**src/rtl/cross_bar_slave_arb.sv**
```systemverilog
// Slave-side arbiter of the crossbar: picks one master whose address
// decodes to this slave (round-robin), forwards its latched request and
// routes ack / read response back to it until the transaction completes.
//
// Handshake: a master holds m_req until its m_ack bit pulses; the slave
// accepts with s_ack while s_req is high; a read then completes on the
// first s_resp strobe seen after the accept. All strobes are one cycle.
module cross_bar_slave_arb #(
  parameter int MASTER_N = 4,
  parameter int MASTER_W = $clog2(MASTER_N),
  parameter int SLAVE_N  = 4,
  parameter int SLAVE_W  = $clog2(SLAVE_N),
  parameter int SLAVE_ID = 0,
  parameter int ADDR_W   = 32,
  parameter int DATA_W   = 32
) (
  input  logic                       clk,
  input  logic                       rst,
  input  logic [MASTER_N-1:0]        m_req,
  input  logic [MASTER_N-1:0]        m_cmd,
  input  logic [MASTER_N*ADDR_W-1:0] m_addr,
  input  logic [MASTER_N*DATA_W-1:0] m_wdata,
  output logic [MASTER_N-1:0]        m_ack,
  output logic [MASTER_N-1:0]        m_resp,
  output logic [DATA_W-1:0]          m_rdata,
  output logic                       s_req,
  output logic                       s_cmd,
  output logic [ADDR_W-1:0]          s_addr,
  output logic [DATA_W-1:0]          s_wdata,
  input  logic                       s_ack,
  input  logic                       s_resp,
  input  logic [DATA_W-1:0]          s_rdata,
  output logic                       grant_valid,
  output logic [MASTER_W-1:0]        grant_id
);

  typedef enum logic [1:0] {
    IDLE = 2'd0,
    REQ  = 2'd1,
    RESP = 2'd2
  } state_e;

  localparam logic [SLAVE_W-1:0]  SLAVE_SEL  = SLAVE_W'(SLAVE_ID);
  localparam logic [MASTER_W:0]   MASTER_N_W = (MASTER_W + 1)'(MASTER_N);
  localparam logic [MASTER_W-1:0] LAST_ID    = MASTER_W'(MASTER_N - 1);

  state_e              state_q, state_d;
  logic [MASTER_W-1:0] ptr_q, ptr_d;
  logic [MASTER_W-1:0] grant_id_q, grant_id_d;
  logic                grant_valid_q, grant_valid_d;
  logic                s_cmd_q, s_cmd_d;
  logic [ADDR_W-1:0]   s_addr_q, s_addr_d;
  logic [DATA_W-1:0]   s_wdata_q, s_wdata_d;

  logic [MASTER_N-1:0] hit;
  logic                pick_found;
  logic [MASTER_W-1:0] pick_id;
  logic [MASTER_W:0]   idx_wide;
  logic [MASTER_W-1:0] idx;
  logic [MASTER_W-1:0] ptr_inc;
  logic [MASTER_N-1:0] grant_oh;

  // Address decode: a master competes only if its top address bits select this slave.
  always_comb begin
    hit = '0;
    for (int i = 0; i < MASTER_N; i++) begin
      hit[i] = m_req[i] && (m_addr[i*ADDR_W + ADDR_W - 1 -: SLAVE_W] == SLAVE_SEL);
    end
  end

  // Round-robin search: first hit at or after ptr, wrapping past the last master.
  always_comb begin
    pick_found = 1'b0;
    pick_id    = '0;
    idx_wide   = '0;
    idx        = '0;
    for (int k = 0; k < MASTER_N; k++) begin
      idx_wide = {1'b0, ptr_q} + (MASTER_W + 1)'(k);
      if (idx_wide >= MASTER_N_W) idx_wide = idx_wide - MASTER_N_W;
      idx = idx_wide[MASTER_W-1:0];
      if (!pick_found && hit[idx]) begin
        pick_found = 1'b1;
        pick_id    = idx;
      end
    end
  end

  // Pointer successor of the current owner and its one-hot return vector.
  always_comb begin
    ptr_inc  = (grant_id_q == LAST_ID) ? '0 : grant_id_q + MASTER_W'(1);
    grant_oh = '0;
    grant_oh[grant_id_q] = 1'b1;
  end

  // Next-state logic: grant in IDLE, forward in REQ, wait for read data in RESP.
  always_comb begin
    state_d       = state_q;
    ptr_d         = ptr_q;
    grant_id_d    = grant_id_q;
    grant_valid_d = grant_valid_q;
    s_cmd_d       = s_cmd_q;
    s_addr_d      = s_addr_q;
    s_wdata_d     = s_wdata_q;
    case (state_q)
      IDLE: begin
        if (pick_found) begin
          state_d       = REQ;
          grant_id_d    = pick_id;
          grant_valid_d = 1'b1;
          s_cmd_d       = m_cmd[pick_id];
          s_addr_d      = m_addr[pick_id*ADDR_W +: ADDR_W];
          s_wdata_d     = m_wdata[pick_id*DATA_W +: DATA_W];
        end
      end
      REQ: begin
        if (s_ack) begin
          if (s_cmd_q) begin
            state_d       = IDLE;
            ptr_d         = ptr_inc;
            grant_valid_d = 1'b0;
            s_cmd_d       = 1'b0;
            s_addr_d      = '0;
            s_wdata_d     = '0;
          end else begin
            // A same-cycle s_resp is ignored here; the response comes later.
            state_d = RESP;
          end
        end
      end
      RESP: begin
        if (s_resp) begin
          state_d       = IDLE;
          ptr_d         = ptr_inc;
          grant_valid_d = 1'b0;
          s_cmd_d       = 1'b0;
          s_addr_d      = '0;
          s_wdata_d     = '0;
        end
      end
      default: state_d = IDLE;
    endcase
  end

  // State and latched-request registers.
  always_ff @(posedge clk or posedge rst) begin
    if (rst) begin
      state_q       <= IDLE;
      ptr_q         <= '0;
      grant_id_q    <= '0;
      grant_valid_q <= 1'b0;
      s_cmd_q       <= 1'b0;
      s_addr_q      <= '0;
      s_wdata_q     <= '0;
    end else begin
      state_q       <= state_d;
      ptr_q         <= ptr_d;
      grant_id_q    <= grant_id_d;
      grant_valid_q <= grant_valid_d;
      s_cmd_q       <= s_cmd_d;
      s_addr_q      <= s_addr_d;
      s_wdata_q     <= s_wdata_d;
    end
  end

  // Return path: ack only in REQ, response and data only in RESP, to the owner only.
  always_comb begin
    m_ack   = (state_q == REQ  && s_ack)  ? grant_oh : '0;
    m_resp  = (state_q == RESP && s_resp) ? grant_oh : '0;
    m_rdata = (state_q == RESP && s_resp) ? s_rdata  : '0;
  end

  assign s_req       = (state_q == REQ);
  assign s_cmd       = s_cmd_q;
  assign s_addr      = s_addr_q;
  assign s_wdata     = s_wdata_q;
  assign grant_valid = grant_valid_q;
  assign grant_id    = grant_id_q;

endmodule

```
**config.mk**
```make
export PLATFORM = sky130hd
export DESIGN_NAME = cross_bar_slave_arb
export DESIGN_NICKNAME = d
export VERILOG_FILES = /design/src/rtl/cross_bar_slave_arb.sv
export SDC_FILE = /design/constraint.sdc
export NUM_CORES = 1
export LEC_CHECK = 0
export BUFFER_PORTS_ARGS = -buffer_cell sky130_fd_sc_hd__buf_2
export CAP_MARGIN = 20
export CORE_AREA = 2 2 158 160
export DETAILED_ROUTE_END_ITERATION = 6
export DIE_AREA = 0 0 160 162
export PLACE_DENSITY = 0.51
export SYNTH_ARGS = -nofsm -noshare
export SYNTH_HDL_FRONTEND = slang
export SYNTH_SLANG_ARGS = --single-unit
```
**constraint.sdc**
```tcl
create_clock -name clk -period 5.1 [get_ports clk]
set_clock_uncertainty 0.15 [all_clocks]
set_input_delay 0.51 -clock clk [delete_from_list [all_inputs] [get_ports clk]]
set_output_delay 0.51 -clock clk [all_outputs]
set_load 0.005 [all_outputs]
```
After elaboration in Yosys (flattened, before gate mapping). Cells that the tools add are included.

Register bits after elaboration: 72. Input port bits: 300. Output and inout port bits: 109. Logic and storage cells: 112.

Add/sub/neg operators: 8. Magnitude comparators: 11. Equal/unequal tests: 7. Shift operators: 2. Multiplexer cells: 52. Reductions and logical operators: 25.

Operator list (count): $shiftx 128x8->32 (2); $mux 32 (6); $pmux 32 s3 (2); $mux 2 (16); $lt 2x3->1 const B (6); $mux 1 (16); $bmux 1 s2 (5); $logic_and 1x1->1 (10); $logic_not 2->1 (5); $ge 3x3->1 const B (3); $mux 4 (2); $reduce_and 4->1 (2); $sub 2x1->2 const B (4); $add 2x2->3 const B (2); $pmux 1 s3 (2); $pmux 2 s3 (1); $reduce_and 5->1 (1); $eq 2x2->1 const B (2); $ne 2x1->1 const B (2); $ne 2x2->1 const B (2); $pmux 2 s2 (1); $add 2x1->3 const B (1); $ge 2x3->1 const B (1); $logic_not 1->1 (3); other kinds (8) (8).

Logic depth before layout (Yosys ltp). Gate-level depths: netlist (run 1).

Depth in word-level cells: 18. Mapped depth: 11.

Worst setup path before layout (run 1). OpenSTA, ideal clock, no wires.

Kind: in2reg. Start: input m_addr[94]. End: register s_wdata_q[1] (netlist: s_wdata[1]). Library setup time: 0.086 ns. Data arrival time: 2.279 ns. Data required time: 4.864 ns. Setup slack: 2.585 ns. Stages: 8. Buffers on the path: 3. Path through: nor3b_1 nor4_1 a2111o_1 buf_2 or3b_1 buf_4 buf_6 o221ai_2.

Word-level cells in the longest chain between the ends: 17.

RTL lines: from (decl) (line 21) `input logic [MASTER_N*ADDR_W-1:0] m_addr,`; $logic_not 2->1 * (line 67) `hit[i] = m_req[i] && (m_addr[i*ADDR_W + ADDR_W - 1 -: SLAVE_W] == SLAVE_SEL);`; $logic_and 1x1->1 * (line 67); $bmux 1 s2 (line 81) `if (!pick_found && hit[idx]) begin`; $mux 1 (implied by the code) (line 81); $mux 1 (line 81); $logic_not 1->1 (line 81); $logic_and 1x1->1 (line 81); $mux 1 (line 81); $logic_not 1->1 (line 81); $logic_and 1x1->1 (line 81); $mux 1 (line 81); $logic_not 1->1 (line 81); $logic_and 1x1->1 (line 81); $mux 2 (line 81); $shiftx 128x8->32 (line 112) `s_wdata_d = m_wdata[pick_id*DATA_W +: DATA_W];`; $mux 32 (line 106) `if (pick_found) begin`; $pmux 32 s3 (line 104) `case (state_q)`; to (signal assigned) (line 161) `s_wdata_q <= s_wdata_d;`; to (decl) (line 53) `logic [DATA_W-1:0] s_wdata_q, s_wdata_d;`.

Every way passes the cells marked *; elsewhere a longest branch is shown, timed or not. The select of a mux whose other input is x is not followed. A chain may end at the register's enable or synchronous reset.

Worst setup path after layout (run 1).
Start: register state_q[0]. End: register s_addr_q[24] (netlist: s_addr[24]).

Word-level cells in the longest chain between the ends: 3.

RTL lines: from (decl) (line 47) `state_e state_q, state_d;`; from (signal assigned) (line 155) `state_q <= state_d;`; $eq 2x2->1, or another cell as far along (line 104); $ne 2x2->1 (no source line), or another cell as far along; $reduce_and 5->1 (no source line); to (signal assigned) (line 160) `s_addr_q <= s_addr_d;`; to (decl) (line 52) `logic [ADDR_W-1:0] s_addr_q, s_addr_d;`.

Parallel ways exist; a longest one is shown, timed or not.

==> metrics.md, run 1 <==
| Metric | Value |
|---|---|
| Status | `completed` |
| FF-to-FF Start | `state_q[0]` |
| Top cells by area, synth | `dfrtp_1, mux2i_1, o221ai_2` |
| Dominant synthesized flop cell | `dfrtp_1` |
| H-tree depth | `3` |
| DR iter-0 viols | `193` |
| First-pass GRT wire length | `29.0 mm` |
| CP Class | `flip-flop to flip-flop` |
| Yosys cell types | `38` |
| GRT Total Usage | `14.1%` |
| Top Metal Used | `met4` |
| Area fraction of the dominant cell type after synthesis | `34.7%` |
| Reg-to-reg critical path endpoint | `s_addr[24]` |
| Sink Count | `72` |
| Setup TNS | `0 ns` |
| Root Driver | `clkbuf_16` |
| Async SR Flop Fraction | `100%` |
| Routed WL | `between 15 and 20 mm` |
| Slew margin rel. | `35.5%` |
| Sequential fraction of the synthesis area | `34.7%` |
| Critical path peak fanout | `37` |
| Die Ht | `162 um` |
| Crit path DAT | `3.50 ns` |
| Mapped Nets | `about 800` |
| Clock-pin slew on the worst setup and hold paths | `0.06 ns` |
| Final Net Count | `between 1000 and 1500` |
| Syn_area_per_cell | `11.0 um2` |
| Die span in x | `160 um` |
| Finished Layout Cells | `1186` |
| Largest net degree at the start of global routing | `73` |
| Hold-fix buffers, CTS | `0` |
| Final Wtd Congestion | `0.788` |
| Tcrit/Tclk final | `67.9%` |
| Number of I/O pins | `just over 400` |
| Total CTS buffers | `9` |
| Worst setup EP type | `flip-flop` |
| Detailed-route via count | `5192` |
| Core Rows | `57` |
| Pwr per Cell Area | `418 nW/um2` |
| Leak | `4.01 nW` |
| Via density per instance | `~4.4` |
| Post-route ant nets | `0` |
| CTS tree | `built` |
| Number of port buffers | `408` |
| Worst Slack Setup Final | `roughly 1.6 ns` |
| Setup crit end | `s_addr[24]` |
| Startpoint types | `flip-flop` |
| Total congestion overflow | `0` |
| Min-delay worst type | `primary input to async pin` |
| WP data required | `~5.1 ns` |
| Core area | `24100 um2` |
| R2R setup slack | `1.64 ns` |
| Post-CTS resize count | `0` |
| Critical Path Source | `state_q[0]` |
| Final worst path period need | `between 3 and 4 ns` |
| Max clock buf depth | `2` |
| Initial antenna violation count | `0` |
| Post-synth EDFFs | `0` |
| Layout overhead on the synthesized area | `50.4%` |
| ANT cells | `0` |
| Slew at the pin closest to its max-slew limit | `0.968 ns` |
| Setup slack at placement | `1.60 ns` |
| WL/cell | `16.0 um` |
| Max-Cap Viols | `0` |
| Endpoints failing setup | `0` |
| DPL Wire Length | `15.1 mm` |
| DRC errors left | `0` |
| FF+latch count, synth | `72` |
| Worst-Skew Late Latency | `0.33 ns` |
| Drt first pass iters | `4` |
| Netlist Area Pre-Place | `between 5000 and 6000 um2` |
| Yosys warning total | `0` |
| Met1 WL | `~7.5 mm` |
| Metal2 WL | `around 9.6 mm` |
| Placed insts | `1170` |
| RSZ-0062 raised after global routing | `false` |
| Largest area contributor in the netlist | `dfrtp_1` |
| Die area | `roughly 26000 um2` |
| Synth Instances | `~470` |
| Hold Vio Cnt, Final | `0` |
| Register-to-Register Path Depth | `10` |
| Vias in the first global route | `5200` |
| Fillers | `around 2600` |
| Post-CTS Setup Bufs | `0` |
| Met3 wire length | `1.53 mm` |
| Layout cells sized above 1 | `about 59%` |
| Final Max Slew Viols | `0` |
| Initial Utilization | `21.6%` |
| Fmax | `289 MHz` |
| Peak VDD IR | `0.000197 V` |
-- worst max-delay path: stages, from the launching register on --
cell and delay [ns]:
dfrtp_1 0.40, inv_1 0.11, ha_1 0.15, buf_4 0.27, inv_1 0.07, o22ai_1 0.44
a2111o_2 0.20, buf_4 0.35, or3b_4 0.61, buf_12 0.32, o221ai_2 0.15
-- state kept, by name, summed over array words and instances, names as in the netlist --
| name | count |
|---|---|
| s_addr | 32 |
| s_wdata | 32 |
| grant_id | 2 |
| ptr_q | 2 |
| state_q | 2 |
| grant_valid | 1 |
| s_cmd | 1 |
-- final cells by class --
cell class	instances	area, um2	share of cell area (%)
multi-input cells	347	3150	40.3
flip-flops and latches	72	1800	23.0
well taps	324	405	5.19
repair buffers	416	2140	27.4
clock inverters	6	42.5	0.544
inverters	11	42.5	0.544
clock buffers	10	239	3.06
-- power breakdown --
group          internal, W  switching, W  total, W
clock network     0.000343      0.000256  0.000599
registers         0.000812      0.000139  0.000951
logic             0.000777      0.000940   0.00172
total              0.00193       0.00133   0.00327
-- routing by layer --
metal	GRT usage, %	vias to the layer above
li1	-	2565
met1	16.1	2355
met2	25.5	257
met3	4.01	15
met4	4.18	0
met5	0	-
-- worst min path at each step --
stage,end,slack (ns),cells after the start
after floorplan,s_addr[30],0.32,2
after global placement,s_addr[31],0.31,2
after detailed placement,s_wdata[5],0.31,2
after CTS,s_addr[31],0.29,3
after global routing,s_addr[11],0.33,3
final,s_wdata[22],0.31,3
-- cell usage in the layout (no fill, tap or decap), drive strengths merged, types with 3 or more instances in the layout --
| master | count |
|---|---|
| buf | 416 |
| mux2i | 125 |
| dfrtp | 72 |
| nand2 | 67 |
| o221ai | 62 |
| and3 | 40 |
| inv | 11 |
| clkbuf | 10 |
| ha | 8 |
| o21ai | 6 |
| clkinv | 4 |
| nor3b | 4 |
| a21o | 3 |
| nor2 | 3 |
| o31ai | 3 |
| nor3 | 3 |
| or3b | 3 |
-- cell families after synthesis --
logic type	count (synthesis)	share of synthesized area (%)
AOI/OAI and AO/OA	86	21.1
adders and majority gates	8	1.93
buffers and inverters	54	5.20
DFF	72	34.7
muxes	127	24.5
and+or+nand+nor	126	12.6
-- Yosys cell counts, types with 2 or more instances --
cell      number
mux2i_1      125
dfrtp_1       72
nand2_1       67
o221ai_2      61
and3_1        40
clkbuf_1      25
inv_1         11
buf_2          9
ha_1           8
buf_6          6
o21ai_0        6
a21o_1         3
buf_4          3
nor2_1         3
nor3_1         3
o31ai_1        3
a21oi_1        2
mux2_2         2
nand2b_1       2
nor3b_4        2
or3_1          2
or3b_2         2
-- metrics by stage --
step | area [um2] | hold WS (ns) | utilization [%] | power [W]
floorplan | 5200 | 0.323 | - | 0.00207
global placement | 7540 | 0.312 | 31.3 | 0.00269
detailed placement | 7540 | 0.315 | 31.3 | 0.00271
CTS | 7820 | 0.295 | 32.4 | 0.00334
global route | 7820 | 0.331 | 32.4 | 0.00354
finish | 7820 | 0.309 | 32.4 | 0.00327
(Power assumes the default switching activity.)
==> run 2, diff against run 1 <==
Settings changed: ABC_AREA set to 1, CORE_AREA 2 2 158 160 to 2 2 157 159, DIE_AREA 0 0 160 162 to 0 0 159 161, PLACE_DENSITY 0.51 to 0.54.
Clock period 5.1 ns to 3.42 ns, I/O delays scaled along.
==> run 2 against run 1 <==
First-iteration DRC count increased to 2.5 times the previous value. Worst setup slack got worse by 1.1 ns. Maximum frequency increased by 22%. Total power increased to 2.8 times the previous value. Area after synthesis increased by 12%.
==> metrics.md, run 2 <==
| Metric | Value |
|---|---|
| Top cells by area, synth | `dfrtp_1, nand2_1, nand3_1` |
| Synth Area in Simple Gates | `55.2%` |
| Hold Vio Cnt, Final | `0` |
| Peak VDD IR | `~0.00087 V` |
| Die Ht | `161 um` |
| Mux contribution to synthesized area | `0%` |
| Most common cell after layout, fill and taps aside | `buf_2` |
| Die span in x | `159 um` |
| Slew at the pin closest to its max-slew limit | `0.892 ns` |
| Post-synth EDFFs | `0` |
| R2R setup slack | `0.58 ns` |
| Core area | `24000 um2` |
| Worst path bufs/invs | `2` |
| Top-count cell post-synth | `nand2_1` |
| Layout overhead on the synthesized area | `45.4%` |
| Routed WL | `between 20 and 30 mm` |
| Detailed-route via count | `7761` |
| Via density per instance | `4.86` |
| Drt first pass iters | `5` |
| Yosys warning total | `0` |
| H-tree depth | `3` |
| Tcrit/Tclk final | `83.1%` |
| FF-to-FF Start | `ptr_q[0]` |
| Post-route ant nets | `0` |
| Min-delay worst type | `primary input to flip-flop` |
| Util after Layout | `35.3%` |
| Mapped Nets | `1223` |
| Critical Path Source | `ptr_q[0]` |
| Reg-to-reg critical path endpoint | `s_addr[13]` |
| Pwr per Cell Area | `roughly 1100 nW/um2` |
| Synth Area in Compound Gates | `less than 1%` |
| Fmax | `352 MHz` |
| Total CTS buffers | `9` |
| Vias in the first global route | `7471` |
| Endpoints failing setup | `0` |
| Syn_area_per_cell | `approximately 6.3 um2` |
| Max-Cap Viols | `0` |
| Crit-path cells | `inv_4 -> nand3_1 -> nand3_1 -> nand2_1 -> nand4_1 -> nand3_4 -> buf_4 -> nand2_1 -> nand3_1 -> nand3_1 -> nand2_1` |
| Worst setup EP type | `flip-flop` |
| Critical path peak fanout | `83` |
| Startpoint types | `flip-flop` |
| DR iter-0 viols | `490` |
| RSZ-0062 raised after global routing | `false` |
| CP peak stage delay | `~0.63 ns` |
| Number of cells on the critical path | `11` |
| Post-synthesis xor/xnor area fraction | `0%` |
| Final Max Slew Viols | `0` |
| Post-CTS resize count | `0` |
| Netlist Area Pre-Place | `roughly 5800 um2` |
| WL/cell | `16.8 um` |
| Most frequent cells after synthesis | `nand2_1, nand3_1, nand4_1` |
| Register-to-Register Path Depth | `11` |
| Status | `completed` |
| WP data required | `roughly 3.6 ns` |
| Async SR Flop Fraction | `100%` |
| CP Class | `flip-flop to flip-flop` |
| First-pass GRT wire length | `41.2 mm` |
| Max clock buf depth | `2` |
| Sequential fraction of the synthesis area | `between 30% and 40%` |
| Dominant synthesized flop cell | `dfrtp_1` |
| Largest family of logic cells by synthesized area | `simple AND/OR/NAND/NOR gates` |
| Fillers | `approximately 2700` |
| Core Rows | `57` |
| Leading cell types in the layout, fill and taps excluded | `buf_2, nand2_1, nand3_1` |
| Setup crit end | `s_addr[13]` |
| Die area | `25600 um2` |
| CTS tree | `built` |
| Setup TNS | `0 ns` |
| Yosys cell types | `24` |
| Worst-Skew Late Latency | `0.34 ns` |
| Synth Area in Adders | `between 1.5 and 2%` |
| Initial Utilization | `24.2%` |
| Worst hold slack | `0.173 ns` |
| Largest area contributor in the netlist | `dfrtp_1` |
| FF+latch count, synth | `72` |
| Total congestion overflow | `0` |
| Initial antenna violation count | `2` |
| Most used cell, CP | `nand3_1` |
| Leak | `4.87 nW` |
| Setup slack at placement | `~0.51 ns` |
| Crit path DAT | `2.97 ns` |
| Number of I/O pins | `409` |
| Area fraction of the dominant cell type after synthesis | `31.0%` |
| Root Driver | `clkbuf_16` |
| Worst Slack Setup Final | `0.577 ns` |
| DPL Wire Length | `18.6 mm` |
| Synth Instances | `915` |
| Hold Crit Start | `m_wdata[20]` |
| GRT Total Usage | `between 20 and 25%` |
| DRC errors left | `0` |
| Kind of cell adding the most delay to the critical path | `simple AND/OR/NAND/NOR gates` |
| Slew margin rel. | `40.5%` |
| Number of port buffers | `just over 400` |
| Final Net Count | `approximately 1600` |
| Final Wtd Congestion | `approximately 0.9` |
| Layout cells sized above 1 | `~36%` |
| Final worst path period need | `roughly 2.8 ns` |
| Largest net degree at the start of global routing | `about 130` |
| CP max stage cell | `buf_4` |
| Clock-pin slew on the worst setup and hold paths | `around 0.060 ns` |
| Sink Count | `72` |
[run 2: changes by cell type in the layout (fill, tap and decap cells not counted), sizes merged, moves of 4 or more]
| cell | previous run | this run |
|---|---|---|
| nand2 | 67 | 296 |
| nand3 | 0 | 211 |
| nand4 | 0 | 130 |
| mux2i | 125 | 0 |
| o221ai | 62 | 0 |
| nor2 | 3 | 48 |
| and3 | 40 | 0 |
| inv | 11 | 51 |
| buf | 416 | 424 |
| nor3b | 4 | 0 |
[run 2: power by group]
group          switching [W]  internal [W]  total (W)  leakage [nW]
sequential          0.000218       0.00124    0.00146         0.930
combinational        0.00447       0.00213    0.00660          3.77
clock               0.000383      0.000752    0.00113         0.172
[run 2: logic make-up (layout without fill, tap and decap cells)]
logic type      after synthesis  in the layout
other cells                   0              1
fa+ha+maj                     8              8
compound gates               10             10
simple gates                688            688
buf+inv                     137            493
flops                        72             72
[run 2: worst register-to-register path, cell delays in order (launching register included)]
cell and delay, ns:
dfrtp_1 0.57, inv_4 0.11, nand3_1 0.14, nand3_1 0.08
nand2_1 0.20, nand4_1 0.25, nand3_4 0.15, buf_4 0.63
nand2_1 0.21, nand3_1 0.14, nand3_1 0.08, nand2_1 0.08
[run 2: routing by layer]
metal / up-vias / part of all wire, % / track usage, % / wire length, um
li1: 3822 / - / - / -
met1: 3529 / 42 / 25.6 / 11300
met2: 366 / 48 / 33.7 / 12900
met3: 42 / 7.2 / 4.60 / 1940
met4: 2 / 2.6 / 6.94 / 699
met5: - / 0.049 / 0 / 13
[run 2: worst min-delay path by stage]
| stage | end | cells past startpoint |
|---|---|---|
| after global routing | s_wdata[20] | 5 |
| after global placement | s_wdata[1] | 2 |
| after CTS | s_addr[7] | 2 |
| after detailed placement | s_wdata[11] | 2 |
| final | s_wdata[20] | 5 |
| after floorplan | s_addr[0] | 2 |
[run 2: timing repair]
action / CTS / global route
hold buffers: 0 / 1
buffers inserted: 0 / 0
setup endpoints to repair: 0 / 0
endpoints found under the hold margin: 0 / 19
[run 2: metrics by stage]
step | area, um2 | std cells | total power (W)
6_report | 8450 | 1596 | 0.00919
3_5_place_dp | 8030 | 1576 | 0.00813
3_3_place_gp | 8030 | 1576 | 0.00810
5_1_grt | 8450 | 1596 | 0.0101
4_1_cts | 8390 | 1592 | 0.00931
2_1_floorplan | 5810 | 915 | 0.00617
[run 2: layout make-up]
class	instances	area (um2)	area share [%]
Sequential cell	72	1800	21.3
Clock buffer	11	253	2.99
Multi-Input combinational cell	706	3400	40.3
Inverter	52	201	2.38
Timing Repair Buffer	425	2280	27.0
Antenna cell	1	2.50	0.0296
Tap cell	324	405	4.80
Clock inverter	5	103	1.21
==> run 3, diff against run 2 <==
Settings changed: CORE_AREA 2 2 157 159 to 2 2 160 162, DIE_AREA 0 0 159 161 to 0 0 162 164, PLACE_DENSITY 0.54 to 0.55.
Clock period 3.42 ns to 2.3 ns, I/O delays scaled along.
==> run 3 against run 2 <==
The flow now finishes with violations (negative setup slack). Non-clock buffer count grew 69. Largest power group unchanged. Via count rose by 8.3%. Cell count up 4.8%. First-iteration DRC count up 21%. Worst hold slack worse by 0.10 ns. Maximum frequency is 22% higher. Critical path depth up 4. Global-route usage shrank 0.086 points. Count of clock-buffer cells in the layout fell by 1.
==> metrics.md, run 3 (synthesized netlist as in run 2, its figures left out) <==
| Metric | Value |
|---|---|
| Core Rows | `58` |
| Tcrit/Tclk final | `101%` |
| Vias in the first global route | `about 7600` |
| Initial Utilization | `a little under a quarter` |
| Leading cell types in the layout, fill and taps excluded | `buf_2, nand2_1, nand3_1` |
| Comb pwr share | `about four fifths` |
| Critical path peak fanout | `9` |
| Crit path DAT | `2.40 ns` |
| GRT Total Usage | `about 20%` |
| Clock-pin slew on the worst setup and hold paths | `roughly 0.060 ns` |
| Switching part of the total | `between 50% and 60%` |
| Die Ht | `around 160 um` |
| Largest net degree at the start of global routing | `79` |
| H-tree depth | `3` |
| Endpoints failing setup | `9` |
| Worst setup EP type | `flip-flop` |
| Layout cells sized above 1 | `a little under half` |
| Die area | `about 27000 um2` |
| Internal | `0.00924 W` |
| Status | `finished, violations left` |
| Total congestion overflow | `0` |
| Fmax | `around 430 MHz` |
| Clock power frac | `8.7%` |
| Via density per instance | `5.03` |
| Startpoint types | `flip-flop` |
| Setup TNS | `-0.131 ns` |
| Root Driver | `clkbuf_16` |
| Worst Slack Setup Final | `-0.0284 ns` |
| Detailed-route via count | `8404` |
| Final Net Count | `between 1500 and 2000` |
| CTS tree | `built` |
| First-pass GRT wire length | `41.6 mm` |
| Final worst path period need | `2.33 ns` |
| Peak VDD IR | `0.00120 V` |
| Final Max Slew Viols | `0` |
| Routed WL | `31.8 mm` |
| Pwr per Cell Area | `1850 nW/um2` |
| Post-route ant nets | `0` |
| Core area | `approximately 25000 um2` |
| CP Class | `flip-flop to flip-flop` |
| Net Switching | `around 0.0095 W` |
| Total CTS buffers | `9` |
| WL/cell | `between 15 and 20 um` |
| DPL Wire Length | `20.1 mm` |
| Initial antenna violation count | `2` |
| Hold Vio Cnt, Final | `0` |
| Number of I/O pins | `409` |
| DR iter-0 viols | `between 500 and 600` |
| DRC errors left | `0` |
| Slew at the pin closest to its max-slew limit | `0.431 ns` |
| Slew margin rel. | `71.3%` |
| Min-delay worst type | `primary input to flip-flop` |
| Die span in x | `~160 um` |
| Most common cell after layout, fill and taps aside | `buf_2` |
| Sink Count | `72` |
| Final Wtd Congestion | `0.898` |
| Max clock buf depth | `2` |
| Reg power frac | `11.5%` |
| Violated checks | `negative setup slack` |
| Number of port buffers | `between 400 and 500` |
| Leak | `5.57 nW` |
| Worst-Skew Late Latency | `between 0.3 and 0.4 ns` |
| WP data required | `2.38 ns` |
| Power, Total | `0.0188 W` |
| Drt first pass iters | `6` |
| RSZ-0062 raised after global routing | `true` |
| Layout overhead on the synthesized area | `74.6%` |
| Max-Cap Viols | `0` |
run 3: worst paths after layout:
path | startpoint | endpoint | slack (ns) | cells past startpoint
worst max-delay path | ptr_q[0] | s_cmd | -0.03 | 15
worst min-delay path | m_wdata[16] | s_wdata[16] | 0.07 | 5
worst max register to register | ptr_q[0] | s_cmd | -0.03 | 15
worst min register to register | s_addr[1] | s_addr[1] | 0.31 | 2
max in group asynchronous | rst | s_wdata[20] | 1.06 | 4
min in group asynchronous | rst | s_addr[13] | 0.27 | 3
run 3: cell type report:
cell class | count | area, um2
antenna | 2 | 5.00
clock buffer | 10 | 229
clock inverter | 6 | 108
fill | 2672 | 14700
inverter | 52 | 220
multi-input combinational | 706 | 3930
sequential | 72 | 1800
tap | 330 | 413
timing repair buffer | 494 | 3440
run 3: critical path, cell delays in order (launching register included):
cell and delay [ns]:
dfrtp_2 0.47, clkinv_4 0.13, nand2_2 0.06, nand2_2 0.08, nand3_2 0.10, nand2_4 0.11
buf_6 0.11, nand4_1 0.12, nand3_2 0.13, nand2_8 0.09, buf_12 0.15, inv_16 0.10
buf_12 0.15, nand3_2 0.11, nand3_2 0.09, nand2_1 0.05
run 3: through the flow:
stage	cell area, um2	setup WS, ns	hold WS (ns)	util, %	std cells
4_1_cts	8940	-0.0160	0.0523	36.0	1638
5_1_grt	10100	-0.161	0.0804	40.9	1671
6_report	10100	-0.0284	0.0684	40.9	1672
3_5_place_dp	8450	-0.148	0.106	34.0	1616
3_3_place_gp	8450	-0.0813	0.108	34.0	1616
2_1_floorplan	5810	0.0951	0.286	-	915
run 3: layer usage:
metal	GRT usage, %	part of all wire, %
met3	3.89	7.2
met2	35.3	48
met5	0	0
met1	24.7	41
met4	6.52	3.5
run 3: power groups by stage:
stage | Combinational, W | Sequential [W] | Clock (W)
finish | 0.0150 | 0.00216 | 0.00164
global route | 0.0162 | 0.00222 | 0.00174
CTS | 0.0114 | 0.00215 | 0.00170
detailed placement | 0.0109 | 0.00215 | 0
global placement | 0.0109 | 0.00215 | 0
floorplan | 0.00702 | 0.00216 | 0
run 3: timing repair:
item | CTS | global route
pin swaps | 2 | 31
hold buffers | 1 | 0
resized for setup | 10 | 129
hold endpoints to repair | 20 | 0
gates cloned | 3 | 20
setup endpoints to repair | 71 | 68
setup buffers | 2 | 13
